### src/rtl/lut_config_loader_pkg.sv
// Shared types and size helpers for the LUT config chain.
// State encoding plus FRAME_W / CNT_W derivations.
package lut_config_loader_pkg;

  typedef enum logic [1:0] {
    ST_IDLE   = 2'd0,
    ST_SHIFT  = 2'd1,
    ST_COMMIT = 2'd2,
    ST_DONE   = 2'd3
  } state_t;

  function automatic int frame_w(input int inputs);
    return 2 * (1 << inputs) + 1;
  endfunction

  function automatic int cnt_w(input int fw);
    return $clog2(fw + 1);
  endfunction

endpackage

### src/rtl/lut_config_loader_if.sv
// Config-loader bus: serial bitstream in, frame/strobes out.
// master drives start/cdata_in/cvalid; slave is the loader.
interface lut_config_loader_if #(
  parameter int FRAME_W = 33
);

  logic               start;
  logic               cdata_in;
  logic               cvalid;
  logic               cready;
  logic               cdata_out;
  logic [FRAME_W-1:0] config_out;
  logic               cen;
  logic               done;
  logic               busy;

  modport master (
    output start, cdata_in, cvalid,
    input  cready, cdata_out, config_out,
    input  cen, done, busy
  );

  modport slave (
    input  start, cdata_in, cvalid,
    output cready, cdata_out, config_out,
    output cen, done, busy
  );

endinterface

### src/rtl/lut_config_loader_cfg_shift_reg.sv
// W-bit MSB-first shift register with shift enable.
// Ports: clk, rst, en, din -> q (parallel), sout (q MSB).
module cfg_shift_reg #(
  parameter int W = 33
) (
  input  logic         clk,
  input  logic         rst,
  input  logic         en,
  input  logic         din,
  output logic [W-1:0] q,
  output logic         sout
);

  always_ff @(posedge clk or posedge rst) begin
    if (rst) begin
      q <= '0;
    end else if (en) begin
      q <= {q[W-2:0], din};
    end
  end

  assign sout = q[W-1];

endmodule

### src/rtl/lut_config_loader.sv
// Serial-to-parallel loader for the fracturable LUT config frame.
// Ports: cclk, rst, cfg (slave bus: bitstream in, frame/cen/done out).
module lut_config_loader
  import lut_config_loader_pkg::*;
#(
  parameter int INPUTS   = 4,
  parameter int MEM_SIZE = 2 ** INPUTS,
  parameter int FRAME_W  = 2 * MEM_SIZE + 1,
  parameter int CNT_W    = cnt_w(FRAME_W)
) (
  input  logic          cclk,
  input  logic          rst,
  lut_config_loader_if.slave cfg
);

  state_t             state_q;
  state_t             state_d;
  logic [CNT_W-1:0]   cnt_q;
  logic [CNT_W-1:0]   cnt_d;
  logic [FRAME_W-1:0] cfg_q;
  logic [FRAME_W-1:0] shreg;
  logic               sout;
  logic               accept;
  logic               last_bit;

  // start wins over a coincident bit
  assign accept   = cfg.cvalid
                  & (state_q == ST_SHIFT)
                  & ~cfg.start;
  assign last_bit = accept
                  & (cnt_q == CNT_W'(FRAME_W - 1));

  cfg_shift_reg #(
    .W (FRAME_W)
  ) u_shreg (
    .clk  (cclk),
    .rst  (rst),
    .en   (accept),
    .din  (cfg.cdata_in),
    .q    (shreg),
    .sout (sout)
  );

  always_comb begin
    state_d    = state_q;
    cnt_d      = cnt_q;
    cfg.cready = 1'b0;
    cfg.cen    = 1'b0;
    cfg.done   = 1'b0;
    cfg.busy   = 1'b0;
    unique case (state_q)
      ST_IDLE: begin
        if (cfg.start) begin
          state_d = ST_SHIFT;
          cnt_d   = '0;
        end
      end
      ST_SHIFT: begin
        cfg.cready = 1'b1;
        cfg.busy   = 1'b1;
        if (cfg.start) begin
          cnt_d = '0;
        end else if (accept) begin
          cnt_d = cnt_q + 1'b1;
          if (last_bit) begin
            state_d = ST_COMMIT;
          end
        end
      end
      ST_COMMIT: begin
        cfg.cen  = 1'b1;
        cfg.busy = 1'b1;
        state_d  = ST_DONE;
      end
      ST_DONE: begin
        cfg.done = 1'b1;
        if (cfg.start) begin
          state_d = ST_SHIFT;
          cnt_d   = '0;
        end
      end
      default: begin
        state_d = ST_IDLE;
      end
    endcase
  end

  always_ff @(posedge cclk or posedge rst) begin
    if (rst) begin
      state_q <= ST_IDLE;
      cnt_q   <= '0;
    end else begin
      state_q <= state_d;
      cnt_q   <= cnt_d;
    end
  end

  // Frame is taken on the edge that accepts the last
  // bit, so fold that bit in alongside the old shreg.
  always_ff @(posedge cclk or posedge rst) begin
    if (rst) begin
      cfg_q <= '0;
    end else if (last_bit) begin
      cfg_q <= {shreg[FRAME_W-2:0], cfg.cdata_in};
    end
  end

  assign cfg.config_out = cfg_q;
  assign cfg.cdata_out  = sout;

endmodule

### src/flat_wrapper.sv
// flat-port wrapper written by rule: the top's interface ports become plain ports
module lut_config_loader_flat import lut_config_loader_pkg::*;
#(
  parameter int INPUTS   = 4,
  parameter int MEM_SIZE = 2 ** INPUTS,
  parameter int FRAME_W  = 2 * MEM_SIZE + 1,
  parameter int CNT_W    = cnt_w(FRAME_W)
)
  (cclk, rst, cfg_start, cfg_cdata_in, cfg_cvalid, cfg_cready, cfg_cdata_out, cfg_config_out, cfg_cen, cfg_done, cfg_busy);
  lut_config_loader_if #(.FRAME_W(FRAME_W)) cfg_i ();
  input  logic cclk;
  input  logic rst;
  input wire logic [$bits(cfg_i.start)-1:0] cfg_start;
  input wire logic [$bits(cfg_i.cdata_in)-1:0] cfg_cdata_in;
  input wire logic [$bits(cfg_i.cvalid)-1:0] cfg_cvalid;
  output wire logic [$bits(cfg_i.cready)-1:0] cfg_cready;
  output wire logic [$bits(cfg_i.cdata_out)-1:0] cfg_cdata_out;
  output wire logic [$bits(cfg_i.config_out)-1:0] cfg_config_out;
  output wire logic [$bits(cfg_i.cen)-1:0] cfg_cen;
  output wire logic [$bits(cfg_i.done)-1:0] cfg_done;
  output wire logic [$bits(cfg_i.busy)-1:0] cfg_busy;
  assign cfg_i.start = cfg_start;
  assign cfg_i.cdata_in = cfg_cdata_in;
  assign cfg_i.cvalid = cfg_cvalid;
  assign cfg_cready = cfg_i.cready;
  assign cfg_cdata_out = cfg_i.cdata_out;
  assign cfg_config_out = cfg_i.config_out;
  assign cfg_cen = cfg_i.cen;
  assign cfg_done = cfg_i.done;
  assign cfg_busy = cfg_i.busy;
  lut_config_loader #(.INPUTS(INPUTS), .MEM_SIZE(MEM_SIZE), .FRAME_W(FRAME_W), .CNT_W(CNT_W)) u_core (.cclk(cclk), .rst(rst), .cfg(cfg_i));
endmodule
### config.mk
export PLATFORM = sky130hd
export DESIGN_NAME = lut_config_loader_flat
export DESIGN_NICKNAME = d
export VERILOG_FILES = /design/src/rtl/lut_config_loader_pkg.sv /design/src/rtl/lut_config_loader_if.sv /design/src/rtl/lut_config_loader_cfg_shift_reg.sv /design/src/rtl/lut_config_loader.sv /design/src/flat_wrapper.sv
export SDC_FILE = /design/constraint.sdc
export NUM_CORES = 1
export LEC_CHECK = 0
export CELL_PAD_IN_SITES_DETAIL_PLACEMENT = 1
export CELL_PAD_IN_SITES_GLOBAL_PLACEMENT = 1
export CORE_AREA = 2 2 84 86
export CTS_CLUSTER_SIZE = 24
export DETAILED_ROUTE_END_ITERATION = 8
export DIE_AREA = 0 0 86 88
export DONT_BUFFER_PORTS = 1
export PLACE_DENSITY_LB_ADDON = 0.1
export SLEW_MARGIN = 10
export SYNTH_ARGS = -nofsm -noshare
export SYNTH_HDL_FRONTEND = slang
export SYNTH_SLANG_ARGS = --single-unit
### constraint.sdc
create_clock -name cclk -period 2.4 [get_ports cclk]
set_clock_uncertainty 0.2 [all_clocks]
set_input_delay 0.24 -clock cclk [delete_from_list [all_inputs] [get_ports cclk]]
set_output_delay 0.24 -clock cclk [all_outputs]
set_load 0.02 [all_outputs]
==> reports/qor.yml <==
yosys:
  synthesis.area_sq_um: 3008
  synth.area.top_cells: "dfrtp_1 (62%), mux2_2 (24%), ha_1 (2.5%), o21ai_0 (1.3%), buf_6 (1.1%)"
  synth_top_area_cell: "dfrtp_1"
  synth_xor_area_frac: 0
  synth_enable_flop_cells: 0
  synth_simple_gate_area_frac: 0.04700
  dominant_combinational_cell_family_by_area_after_synthesis: "multiplexers"
  synth_top_area_share: 0.6156
  synth_compound_area_frac: 0.03078
  synth.ff_latch_count: 74
  postSynth.asyncResetShare: 1.000
  synth_cells: 201
  avgSynthCellArea_sq_um: 14.96
  seq_area_frac_synth: 0.6156
  synth.lib_cells_used.distinct: 28
  post_synth_fa_ha_maj_area_fraction: 0.02496
  yosys-mux-area-fraction: 0.2537
  syn_nets: 212
  yosysWarningCount: 0
  synth_top_flop_cell: "dfrtp_1"
clocking:
  cts_made_buffers: 9
  cts-htree-levels: 3
  clk_path_buf_depth: 2
  cts_tree: "done"
  clk_pin_slew_worst_paths_ps: 80
  clk-insertion-delay-late_ps: 350
  cts.sinks: 74
  cts-root-buf: "clkbuf_8"
pwr:
  seq_power_share: 0.486
  power.switching_fraction: 0.2940
  vdd_drop_max_v: 0.0004005
  clock_power_share: 0.330
  total_power_w: 0.002888
  switchingPower_w: 0.0008490
  p_comb_frac: 0.184
  p_leak_nw: 1.677
  internal_power_w: 0.002039
  power-per-cell-area_nw_per_um2: 866.8
sta:
  max_slew_margin: 0.6388
  final.hold.worst_slack_ps: 91.77
  setup-violations-final: 0
  timing_worst_slew_pin_value_ps: 541.7
  final_hold_viol_count: 0
  post-route-min-period_ps: 2065
  final.period_utilization: 0.8604
  achievable-frequency_mhz: 484.3
  rsz_0062_raised_after_global_routing: "no"
  maxSlewViolCount: 0
  tns_ps: 0
  postLayoutSetupSlackWorst_ps: 335.1
worst_setup_path:
  cp_slowest_cell: "nor4b_1"
  cp_num_cells: 7
  r2r_cells: 7
  path_cells: "inv_1 -> ha_1 -> buf_4 -> nor2b_1 -> nor4b_1 -> o21bai_1 -> a22o_1"
  worstSetupEndpointType: "register"
  crit_family: "simple AND/OR/NAND/NOR gates"
  timing.setup.critical_path_class: "register to register"
  worst_ep_required_time_ps: 2430
  crit_arrival_ps: 2100
  critPathMaxStageDelay_ps: 400
  critical_path_buf_inv_count: 2
  maximum_fanout_along_the_worst_path: 4
  worstSetupStartpointType: "register"
routing:
  dr_wl_met3_um: 334
  dr.first_iter.drc_count: 34
  postRouteWirelength_um: 5259
  drc: 0
  drt-met1-wl_um: 2250
  first_pass_iters: 4
  count_of_antenna_violating_nets_left_after_detailed_routing: 0
  total_number_of_vias: 1581
  avgViaCountPerCell: 5.341
  top_layer_used: "met4"
  detail_route.wl_per_cell_um: 17.77
  met2_wirelength_um: 2630
finish:
  layout.nets: 222
  leading_cell_types_in_the_layout_fill_and_taps_excluded: "dfrtp_1 (74), mux2_2 (65), clkbuf_8 (10)"
  final.fill_count: 640
  layout.cells.most_common: "dfrtp_1"
  antenna_cells: 0
  post_route_cells_drive_above_1_share: 0.4028
  postLayoutCoreUtil: 0.5015
  layout_stage_area_growth_over_the_synthesis_result_pct: 10.77
grt:
  antenna_found_initial: 0
  first_global_vias: 1757
  grt_overflow_total: 0
  largest_net_degree_at_the_start_of_global_routing: 75
  wire_length_of_the_first_global_routing_pass_um: 8970
  grt_util_all_layers: 0.1579
placed_design:
  port-buffer-count: 0
  place.detailed.hpwl_um: 3417
  final_weighted_congestion_of_routability_driven_global_placement: 0.7334
  minimum_setup_slack_after_placement_ps: 374.8
floorplanning:
  placementRows: 30
  chipHeight_um: 88
  initial_utilization: 0.4527
  core_area_sq_um: 6644
  io_pins: 43
  die_w_um: 86
  full_die_area_sq_um: 7568
hold_path:
  whs_path_depth: 3
  holdCritPathClass: "primary input to register"
flow_run:
  maxcap_viol_count: 0
outcome:
  run_status: "complete, no violations"
cell usage after synthesis (2+ instances only):
master	number
o21ai_0	8
nand3_1	3
a31oi_1	2
nor2_1	5
mux2_2	65
nand2_1	4
buf_6	3
o21bai_1	2
a21oi_1	2
dfrtp_1	74
mux2i_1	2
ha_1	6
buf_2	4
inv_1	7
sequential cells by signal (all words and copies together), names as in the netlist:
signal and flops:
u_core.cfg.config_out 33, u_core.u_shreg.q 33, u_core.cnt_q 6, u_core.state_q 2
through the flow:
stage                     instances  area (sq um)
after floorplan                 201          3008
after global placement          277          3105
after detailed placement        277          3105
after CTS                       296          3332
after global routing            296          3332
final                           296          3332
cells by family (layout without fill, tap and decap cells):
logic type,after synthesis,after routing
AOI/OAI and AO/OA,16,16
adders and majority gates,6,6
buffers and inverters,15,30
DFF,74,74
muxes,68,68
and+or+nand+nor,22,22
what timing repair did:
item | in CTS | in global routing
buffers inserted | 0 | 0
endpoints found under the setup margin | 0 | 0
gates resized for setup | 0 | 0
hold endpoints to repair | 84 | 0
hold buffers | 3 | 0
final timing paths:
kind	from	endpoint	slack (ps)
max	u_core.state_q[1]$_DFFE_PP0P_	u_core.cnt_q[3]$_DFFE_PP0P_	340
min	cfg_cvalid	u_core.cnt_q[4]$_DFFE_PP0P_	90
max reg2reg	u_core.state_q[1]$_DFFE_PP0P_	u_core.cnt_q[3]$_DFFE_PP0P_	340
min reg2reg	u_core.cnt_q[4]$_DFFE_PP0P_	u_core.cnt_q[4]$_DFFE_PP0P_	320
max in group asynchronous	rst	u_core.cnt_q[2]$_DFFE_PP0P_	1480
min in group asynchronous	rst	u_core.u_shreg.q[19]$_DFFE_PP0P_	230
worst min-delay path: stages:
cell and delay [ps]:
nand2b_1 180, nand4_1 110, o21ai_0 70
routing by layer:
metal,vias to the layer above,GRT usage
met2,38,0.2530
met5,-,0
met4,0,0.05628
met3,6,0.07352
li1,726,-
met1,811,0.1881
area by class of cell:
| class | instances | area (sq um) | area share |
|---|---|---|---|
| Sequential cell | 74 | 1852 | 0.5558 |
| Inverter | 7 | 26.28 | 0.007886 |
| Tap cell | 80 | 100.1 | 0.03004 |
| Multi-Input combinational cell | 112 | 1072 | 0.3218 |
| Clock inverter | 4 | 51.30 | 0.01540 |
| Timing Repair Buffer | 7 | 85.08 | 0.02554 |
| Clock buffer | 12 | 145.1 | 0.04356 |
power by group through the flow:
stage	clock (W)	combinational, W	sequential (W)
finish	0.000952	0.000531	0.00140
global route	0.00105	0.000587	0.00142
CTS	0.000990	0.000538	0.00141
detailed placement	0	0.000532	0.00143
global placement	0	0.000492	0.00142
floorplan	0	0.000417	0.00140
Power figures use the tool's default switching activity.
